==> config.mk <==
export PLATFORM = sky130hd
export DESIGN_NAME = io_result_compressor
export DESIGN_NICKNAME = d
export VERILOG_FILES = /design/src/rtl/io_result_compressor.sv
export SDC_FILE = /design/constraint.sdc
export NUM_CORES = 1
export LEC_CHECK = 0
export ABC_AREA = 1
export CAP_MARGIN = 30
export CORE_MARGIN = 2
export CORE_UTILIZATION = 41
export CTS_BUF_LIST = sky130_fd_sc_hd__clkbuf_4 sky130_fd_sc_hd__clkbuf_8 sky130_fd_sc_hd__clkbuf_16
export CTS_CLUSTER_DIAMETER = 200
export DETAILED_ROUTE_END_ITERATION = 12
export PLACE_DENSITY = 0.6
export RECOVER_POWER = 25
export SYNTH_ARGS = -nofsm -noshare
export SYNTH_HDL_FRONTEND = slang
export SYNTH_SLANG_ARGS = --single-unit
==> constraint.sdc <==
create_clock -name clk -period 2.7 [get_ports clk]
set_clock_uncertainty 0.15 [all_clocks]
set_input_delay 0.54 -clock clk [delete_from_list [all_inputs] [get_ports clk]]
set_output_delay 0.54 -clock clk [all_outputs]
set_load 0.05 [all_outputs]
==> src/rtl/io_result_compressor.sv <==
// Reads a block of result words from RAM, run-length encodes them into {count,value}
// packets and streams them to the IO link; IO_CHECKSUM_EN appends a {0, xor} trailer.
module io_result_compressor #(
    parameter int DATA_W = 8,
    parameter int ADDR_W = 10,
    parameter int CNT_W  = 8
) (
    input  logic                    clk,
    input  logic                    rst,
    input  logic                    start,
    input  logic [ADDR_W-1:0]       base_addr,
    input  logic [ADDR_W-1:0]       length,
    output logic                    mem_rd,
    output logic [ADDR_W-1:0]       mem_addr,
    input  logic [DATA_W-1:0]       mem_data,
    output logic [CNT_W+DATA_W-1:0] io_data,
    output logic                    io_valid,
    input  logic                    io_ready,
    output logic                    busy,
    output logic                    done,
    output logic                    interrupt,
    input  logic                    int_ack
);

    localparam logic [CNT_W-1:0]  RUN_MAX = '1;
    localparam logic [CNT_W-1:0]  CNT_ONE = CNT_W'(1);
    localparam logic [ADDR_W-1:0] IDX_ONE = ADDR_W'(1);

    typedef enum logic [2:0] {S_IDLE, S_READ, S_WAIT, S_ACC, S_EMIT, S_DONE} state_t;
    // Where EMIT goes after its handshake: keep reading, flush the trailing
    // single-word run, finish (or send trailer), or finish unconditionally.
    typedef enum logic [1:0] {R_READ, R_RUN, R_FINAL, R_DONE} ret_t;

    state_t                    state_q, state_d;
    ret_t                      ret_q, ret_d;
    logic [ADDR_W-1:0]         base_q, base_d, len_q, len_d, idx_q, idx_d;
    logic                      first_q, first_d;
    logic [DATA_W-1:0]         cur_q, cur_d, word_q, word_d;
    logic [CNT_W-1:0]          cnt_q, cnt_d;
    logic [CNT_W+DATA_W-1:0]   pend_q, pend_d;
    logic                      int_q, int_d;
`ifdef IO_CHECKSUM_EN
    logic [DATA_W-1:0]         csum_q, csum_d;
`endif

    logic [CNT_W-1:0]  cnt_inc;
    logic [ADDR_W-1:0] idx_inc;
    logic              last;

    assign cnt_inc = cnt_q + CNT_ONE;
    assign idx_inc = idx_q + IDX_ONE;
    assign last    = (idx_inc == len_q);

    always_comb begin
        state_d = state_q;
        ret_d   = ret_q;
        base_d  = base_q;
        len_d   = len_q;
        idx_d   = idx_q;
        first_d = first_q;
        cur_d   = cur_q;
        cnt_d   = cnt_q;
        pend_d  = pend_q;
        word_d  = word_q;
`ifdef IO_CHECKSUM_EN
        csum_d  = csum_q;
`endif
        case (state_q)
            S_IDLE: begin
                if (start) begin
                    base_d  = base_addr;
                    len_d   = length;
                    idx_d   = '0;
                    first_d = 1'b1;
                    cur_d   = '0;
                    cnt_d   = '0;
                    ret_d   = R_READ;
`ifdef IO_CHECKSUM_EN
                    csum_d  = '0;
                    if (length == '0) begin
                        ret_d   = R_FINAL;
                        state_d = S_ACC;
                    end else begin
                        state_d = S_READ;
                    end
`else
                    state_d = (length == '0) ? S_DONE : S_READ;
`endif
                end
            end
            S_READ: state_d = S_WAIT;
            S_WAIT: begin
                word_d  = mem_data;
`ifdef IO_CHECKSUM_EN
                csum_d  = csum_q ^ mem_data;
`endif
                state_d = S_ACC;
            end
            S_ACC: begin
                if (ret_q == R_RUN) begin
                    pend_d  = {cnt_q, cur_q};
                    ret_d   = R_FINAL;
                    state_d = S_EMIT;
                end
`ifdef IO_CHECKSUM_EN
                else if (ret_q == R_FINAL) begin
                    pend_d  = {{CNT_W{1'b0}}, csum_q};
                    ret_d   = R_DONE;
                    state_d = S_EMIT;
                end
`endif
                else begin
                    idx_d = idx_inc;
                    if (first_q || (word_q == cur_q && cnt_q != RUN_MAX)) begin
                        first_d = 1'b0;
                        cur_d   = word_q;
                        cnt_d   = first_q ? CNT_ONE : cnt_inc;
                        if (last) begin
                            pend_d  = {cnt_d, word_q};
                            ret_d   = R_FINAL;
                            state_d = S_EMIT;
                        end else begin
                            state_d = S_READ;
                        end
                    end else begin
                        // Close the current run; the new word opens the next one.
                        pend_d  = {cnt_q, cur_q};
                        cur_d   = word_q;
                        cnt_d   = CNT_ONE;
                        ret_d   = last ? R_RUN : R_READ;
                        state_d = S_EMIT;
                    end
                end
            end
            S_EMIT: begin
                if (io_ready) begin
                    case (ret_q)
                        R_READ:  state_d = S_READ;
                        R_RUN:   state_d = S_ACC;
`ifdef IO_CHECKSUM_EN
                        R_FINAL: state_d = S_ACC;
`else
                        R_FINAL: state_d = S_DONE;
`endif
                        default: state_d = S_DONE;
                    endcase
                end
            end
            S_DONE: state_d = S_IDLE;
            default: state_d = S_IDLE;
        endcase

        // A new set beats a coincident acknowledge.
        int_d = int_q;
        if (state_d == S_DONE && state_q != S_DONE)
            int_d = 1'b1;
        else if (int_ack)
            int_d = 1'b0;
    end

    always_ff @(posedge clk) begin
        if (rst) begin
            state_q <= S_IDLE;
            ret_q   <= R_READ;
            base_q  <= '0;
            len_q   <= '0;
            idx_q   <= '0;
            first_q <= 1'b0;
            cur_q   <= '0;
            cnt_q   <= '0;
            pend_q  <= '0;
            word_q  <= '0;
            int_q   <= 1'b0;
`ifdef IO_CHECKSUM_EN
            csum_q  <= '0;
`endif
        end else begin
            state_q <= state_d;
            ret_q   <= ret_d;
            base_q  <= base_d;
            len_q   <= len_d;
            idx_q   <= idx_d;
            first_q <= first_d;
            cur_q   <= cur_d;
            cnt_q   <= cnt_d;
            pend_q  <= pend_d;
            word_q  <= word_d;
            int_q   <= int_d;
`ifdef IO_CHECKSUM_EN
            csum_q  <= csum_d;
`endif
        end
    end

    assign mem_rd    = (state_q == S_READ);
    assign mem_addr  = mem_rd ? (base_q + idx_q) : '0;
    assign io_valid  = (state_q == S_EMIT);
    assign io_data   = io_valid ? pend_q : '0;
    assign busy      = (state_q != S_IDLE);
    assign done      = (state_q == S_DONE);
    assign interrupt = int_q;

endmodule

After elaboration in Yosys (flattened, before gate mapping) --
Cells that the tools add are included.
Cells by class: equality and inequality tests 16, mux-type cells 35, reductions and logical operators 14, add/subtract/negate cells 3
Operators with widths (count):
- $mux 16 | 4
- $mux 8 | 5
- $pmux 8 s2 | 2
- $mux 10 | 3
- $pmux 10 s2 | 1
- $mux 3 | 6
- $pmux 3 s5 | 1
- $add 10x1->10 const B | 1
- $add 10x10->10 | 1
- $eq 10x10->1 | 1
- $logic_not 10->1 | 1
- $eq 3x3->1 const B | 3
- $add 8x1->8 const B | 1
- $eq 8x8->1 | 1
- $mux 2 | 4
- $ne 8x8->1 const B | 1
- $eq 3x2->1 const B | 2
- $mux 1 | 6
- $ne 2x2->1 const B | 3
- $ne 3x3->1 const B | 2
- $pmux 3 s2 | 1
- $reduce_and 3->1 | 2
- $ne 4x4->1 const B | 1
- $pmux 2 s2 | 1
- other kinds (11) | 14
Storage, ports and cells: flip-flop bits (word level) 77, bits of input ports 33, output and inout bits 31, logic and storage cells 79

Longest topological paths before layout --
depth after elaboration 9, depth in mapped cells 16, gate-level depth less buffers 15

Worst setup path before layout --
No wires, ideal clock.
path type reg-to-output, start point reg state_q[0], end point out mem_addr[2], buffers on the path 0, required time 2010 ps, stages on the path, launching flop included 5, path slack -885 ps, arrival 2895 ps, cell sequence dfxtp_1 inv_1 nor3_1 o21ai_0 a21oi_1
On the way: longest elaborated chain between the ends 2
RTL lines:
- start, declared | line 34 | state_t state_q, state_d;
- start signal, assigned | line 178 | state_q <= state_d;
- $eq 3x1->1 | line 195 | assign mem_rd = (state_q == S_READ);
- net mem_rd | line 13 | output logic mem_rd,
- $mux 10 | line 196 | assign mem_addr = mem_rd ? (base_q + idx_q) : '0;
- end, declared | line 14 | output logic [ADDR_W-1:0] mem_addr,
The timed path passes the listed nets, and every way through them passes these cells.

Worst setup path in the final report --
start point reg idx_q[0], end point out mem_addr[8]
On the way: longest elaborated chain between the ends 2
RTL lines:
- start, declared | line 36 | logic [ADDR_W-1:0] base_q, base_d, len_q, len_d, idx_q, idx_d;
- start signal, assigned | line 182 | idx_q <= idx_d;
- $add 10x10->10 | line 196
- $mux 10 | line 196
No other way between the ends.

==> impl_metrics.xml <==
<?xml version="1.0" encoding="UTF-8"?>
<metrics>
  <group name="die">
    <metric name="die_footprint" unit="um^2">11350</metric>
    <metric name="core_region_area" unit="um^2">10280</metric>
    <metric name="die_width" unit="um">106.6</metric>
    <metric name="die_height" unit="um">106.6</metric>
    <metric name="num_io_pins" unit="">64</metric>
    <metric name="num_rows" unit="">37</metric>
    <metric name="start_util" unit="%">41.95</metric>
  </group>
  <group name="clocking">
    <metric name="numClockSinks" unit="">77</metric>
    <metric name="path_clk_slew" unit="ps">90</metric>
    <metric name="clock_latency_on_the_worst_skew_pair" unit="ps">380</metric>
    <metric name="cts_hold_buf" unit="">0</metric>
    <metric name="clk_root_buffer_cell" unit="">sky130_fd_sc_hd__clkbuf_8</metric>
    <metric name="cts_max_path_buffers" unit="">2</metric>
    <metric name="cts_tree" unit="">built</metric>
    <metric name="cts_buffers" unit="">9</metric>
    <metric name="ctsHtreeMaxLevel" unit="">3</metric>
  </group>
  <group name="routing">
    <metric name="route.detailed.drc" unit="">0</metric>
    <metric name="first_drt_iteration_drcs" unit="">188</metric>
    <metric name="drt_first_pass_iters" unit="">4</metric>
    <metric name="via_per_inst" unit="">4.884</metric>
    <metric name="antenna_violating_nets_post_route" unit="">0</metric>
    <metric name="routed_wl" unit="mm">11.62</metric>
    <metric name="vias_after_detailed_routing" unit="">4327</metric>
    <metric name="routed_wire_length_per_instance" unit="um">13.12</metric>
  </group>
  <group name="global_route">
    <metric name="wire_length_of_the_first_global_routing_pass" unit="mm">19.17</metric>
    <metric name="grt_antenna_before_repair" unit="">0</metric>
    <metric name="pin_count_of_the_biggest_net_entering_global_routing" unit="">43</metric>
    <metric name="grt_usage" unit="%">21.36</metric>
    <metric name="grt_pass1_vias" unit="">4134</metric>
    <metric name="globalRoute.totalOverflow" unit="">0</metric>
  </group>
  <group name="sta">
    <metric name="max_clock_freq" unit="MHz">341.0</metric>
    <metric name="rsz0062_at_grt" unit="">true</metric>
    <metric name="period_minus_slack" unit="ps">2932</metric>
    <metric name="finalHoldViolCount" unit="">0</metric>
    <metric name="worst_slack_setup_final" unit="ps">-232.3</metric>
    <metric name="final_max_slew_viols" unit="">0</metric>
    <metric name="worst_pin_slew" unit="ps">661.5</metric>
    <metric name="max-slew-margin-rel" unit="%">55.90</metric>
    <metric name="final.period_utilization" unit="%">108.6</metric>
    <metric name="timing.final.setup_violations" unit="">3</metric>
  </group>
  <group name="place">
    <metric name="portBuffers" unit="">63</metric>
    <metric name="gp_routability_congestion" unit="">0.8417</metric>
    <metric name="place_hpwl" unit="mm">7.950</metric>
    <metric name="placedInstanceArea" unit="um^2">5435</metric>
    <metric name="worst_setup_slack_before_clock_tree_synthesis" unit="ps">81.15</metric>
  </group>
  <group name="cells_and_area">
    <metric name="drive_above_1_share" unit="%">18.40</metric>
    <metric name="area.sequential" unit="um^2">1568</metric>
    <metric name="diodes" unit="">0</metric>
    <metric name="final_net_count" unit="">790</metric>
    <metric name="num-fill-cells" unit="">1029</metric>
    <metric name="fin_area" unit="um^2">5843</metric>
    <metric name="multi_input_comb_area" unit="um^2">2591</metric>
    <metric name="area_growth" unit="%">35.52</metric>
  </group>
  <group name="min_path">
    <metric name="hp-class" unit="">flip-flop to flip-flop</metric>
    <metric name="min-delay-start" unit="">ret_q[1]</metric>
    <metric name="worstHoldPathCells" unit="">2</metric>
    <metric name="whs_endpoint" unit="">ret_q[1]</metric>
  </group>
  <group name="worst_setup_path">
    <metric name="reg2regPathDepth" unit="">15</metric>
    <metric name="data_arrival_time_of_the_worst_path" unit="ps">2240</metric>
    <metric name="r2r-start" unit="">idx_q[0]</metric>
    <metric name="critical-path-max-stage-delay" unit="ps">360</metric>
    <metric name="cpLargestDelayFamily" unit="">simple AND/OR/NAND/NOR gates</metric>
    <metric name="worstPathCellList" unit="">ha_4 &gt; fa_2 &gt; nand3_2 &gt; nand3_2 &gt; nand2_1 &gt; nand2_1 &gt; a21oi_2 &gt; o21ai_1 &gt; nand2_1 &gt; nand3_2 &gt; nand2_2 &gt; nor2_4 &gt; buf_12</metric>
    <metric name="worst-path-buf-inv" unit="">1</metric>
    <metric name="cp.required" unit="ps">2010</metric>
    <metric name="worstSetupPathType" unit="">flip-flop to output port</metric>
    <metric name="ff2ff_setup_slack" unit="ps">310</metric>
    <metric name="biggest_fanout_along_the_worst_timing_path" unit="">2</metric>
    <metric name="worst_path_max_delay_cell" unit="">sky130_fd_sc_hd__fa_2</metric>
    <metric name="crit_path_start_kind" unit="">flip-flop</metric>
    <metric name="worst_r2r_endpoint" unit="">interrupt</metric>
    <metric name="critPathCaptureType" unit="">output port</metric>
  </group>
  <group name="flow_run">
    <metric name="max_cap_viol_count" unit="">0</metric>
  </group>
  <group name="yosys">
    <metric name="synth_top_family_by_area" unit="">simple AND/OR/NAND/NOR gates</metric>
    <metric name="synth_cell_type_count" unit="">33</metric>
    <metric name="sequential_share_of_the_synthesized_area" unit="%">35.75</metric>
    <metric name="net_count_synth" unit="">718</metric>
    <metric name="synth.area.mux_share" unit="%">0</metric>
    <metric name="postSynthRegisterBits" unit="">77</metric>
    <metric name="synth-simple-area-share" unit="%">34.97</metric>
    <metric name="synth_xor_xnor_area_share" unit="%">1.219</metric>
    <metric name="post_synthesis_share_of_cell_area_spent_on_full_adders_half_adders_and_majority_gates" unit="%">3.656</metric>
    <metric name="gate_count_after_technology_mapping" unit="">673</metric>
    <metric name="average_footprint_of_a_synthesized_cell" unit="um^2">6.407</metric>
    <metric name="synth_warnings" unit="">0</metric>
    <metric name="post_synth_instance_area" unit="um^2">4312</metric>
    <metric name="synth-compound-area-share" unit="%">14.57</metric>
  </group>
  <group name="run_status">
    <metric name="failed_checks" unit="">negative setup slack</metric>
    <metric name="status" unit="">complete, but fails checks</metric>
  </group>
  <group name="pwr">
    <metric name="power_per_cell_area" unit="nW/um^2">474.3</metric>
    <metric name="leakage_power_summed_over_all_cells" unit="nW">2.341</metric>
    <metric name="total_power" unit="mW">2.771</metric>
    <metric name="vdd.ir_drop.worst" unit="uV">300.1</metric>
  </group>
</metrics>
[cell usage after synthesis]
cell type	count	area, um^2
sky130_fd_sc_hd__ha_1	11	137.6
sky130_fd_sc_hd__o21bai_1	1	7.510
sky130_fd_sc_hd__inv_1	75	281.5
sky130_fd_sc_hd__nand2_4	3	33.78
sky130_fd_sc_hd__a21oi_2	1	8.760
sky130_fd_sc_hd__or2_2	2	12.51
sky130_fd_sc_hd__a211oi_1	1	7.510
sky130_fd_sc_hd__dfxtp_1	77	1541
sky130_fd_sc_hd__nor3_4	1	16.27
sky130_fd_sc_hd__a31oi_1	1	6.260
sky130_fd_sc_hd__xor2_1	5	43.79
sky130_fd_sc_hd__clkinv_1	2	7.510
sky130_fd_sc_hd__o21ai_0	41	205.2
sky130_fd_sc_hd__nand3b_1	3	22.52
sky130_fd_sc_hd__nand2_2	4	25.02
sky130_fd_sc_hd__nor2_4	3	33.78
sky130_fd_sc_hd__buf_4	2	15.01
sky130_fd_sc_hd__nor4_1	2	12.51
sky130_fd_sc_hd__o2111ai_1	1	8.760
sky130_fd_sc_hd__buf_6	3	33.78
sky130_fd_sc_hd__inv_2	5	18.77
sky130_fd_sc_hd__clkbuf_1	18	67.56
sky130_fd_sc_hd__nand4_1	11	68.82
sky130_fd_sc_hd__nor2_2	3	18.77
sky130_fd_sc_hd__xnor2_1	1	8.760
sky130_fd_sc_hd__a21oi_1	75	375.4
sky130_fd_sc_hd__fa_1	1	20.02
sky130_fd_sc_hd__nor3_1	8	40.04
sky130_fd_sc_hd__nor3b_1	1	7.510
sky130_fd_sc_hd__nand3_1	42	210.2
sky130_fd_sc_hd__a41oi_1	1	8.760
sky130_fd_sc_hd__nor2_1	75	281.5
sky130_fd_sc_hd__nand2_1	193	724.4
[placed cells by master, fill, tap and decap left out, types with 7 or more instances in the layout]
cell type / Yosys / routed
sky130_fd_sc_hd__nand2_1: 193 / 191
sky130_fd_sc_hd__buf_12: 0 / 25
sky130_fd_sc_hd__ha_4: 0 / 7
sky130_fd_sc_hd__nand4_1: 11 / 11
sky130_fd_sc_hd__o21ai_0: 41 / 36
sky130_fd_sc_hd__inv_1: 75 / 75
sky130_fd_sc_hd__nor2_1: 75 / 61
sky130_fd_sc_hd__nor2_2: 3 / 14
sky130_fd_sc_hd__dfxtp_1: 77 / 64
sky130_fd_sc_hd__clkdlybuf4s50_1: 0 / 34
sky130_fd_sc_hd__a21oi_1: 75 / 68
sky130_fd_sc_hd__nand3_1: 42 / 38
sky130_fd_sc_hd__clkbuf_8: 0 / 9
sky130_fd_sc_hd__buf_4: 2 / 21
sky130_fd_sc_hd__dfxtp_2: 0 / 9
[worst max-delay path by stage]
| stage | end | startpoint | slack [ps] | depth (start not counted) |
|---|---|---|---|---|
| after CTS | mem_addr[8] | idx_q[0] | -200 | 13 |
| final | mem_addr[8] | idx_q[0] | -230 | 13 |
| after global routing | mem_addr[8] | idx_q[0] | -360 | 13 |
| after detailed placement | mem_addr[8] | base_q[0] | 80 | 12 |
| after floorplan | mem_addr[8] | idx_q[0] | 10 | 11 |
| after global placement | mem_addr[8] | base_q[0] | 110 | 12 |
[registers in the layout, summed over array words and instances (netlist names)]
name	count
len_q	10
idx_q	10
cnt_q	8
first_q	1
cur_q	8
interrupt	1
base_q	10
word_q	8
state_q	3
ret_q	2
pend_q	16
[area by class of cell]
type / count / area share (%)
multi-input combinational: 491 / 44.35
timing repair buffer: 84 / 17.58
inverter: 82 / 5.332
tap: 136 / 2.912
clock buffer: 9 / 2.120
clock inverter: 7 / 0.8779
sequential: 77 / 26.83
[worst min-delay path, cell delays in order (launching register included)]
cell and delay [ps]:
sky130_fd_sc_hd__dfxtp_1 320, sky130_fd_sc_hd__nand2_1 60, sky130_fd_sc_hd__a21oi_1 50
[what timing repair did]
action                                  4_1_cts  5_1_grt
endpoints found under the setup margin        7       13
buffers inserted                              4        2
pin swaps                                     9        9
resized for setup                            28       24
[where the power goes]
| part | leakage [nW] | internal (mW) | total [mW] | switching, mW |
|---|---|---|---|---|
| logic | 1.62 | 0.236 | 0.713 | 0.477 |
| clock network | 0.0856 | 0.336 | 0.803 | 0.468 |
| registers | 0.633 | 1.20 | 1.25 | 0.0497 |
| total | 2.34 | 1.78 | 2.77 | 0.994 |
[routing by layer]
layer | wire (um) | share of wire (%) | up-vias | global-route usage, %
li1 | - | - | 2300 | -
met1 | 5618 | 48 | 1909 | 28.60
met2 | 5187 | 45 | 104 | 33.70
met3 | 638 | 5.5 | 14 | 5.825
met4 | 179 | 1.5 | 0 | 6.308
met5 | 0 | 0 | - | 0
[cell families after synthesis]
logic type               Yosys count
AND/OR/NAND/NOR                  351
AO/OA/AOI/OAI                    122
adder cells (fa/ha/maj)           12
flip-flops                        77
buffers and inverters            105
XOR/XNOR                           6
[metrics by stage]
stage	hold slack, ps	cells	setup TNS, ps	util [%]
2_1_floorplan	288.3	673	0	-
3_3_place_gp	297.5	864	0	52.89
3_5_place_dp	303.1	864	0	52.89
4_1_cts	317.0	884	-553.0	55.79
5_1_grt	332.4	886	-1211	56.85
6_report	313.0	886	-597.7	56.85
Note: power is estimated with default switching activity, not from simulation.
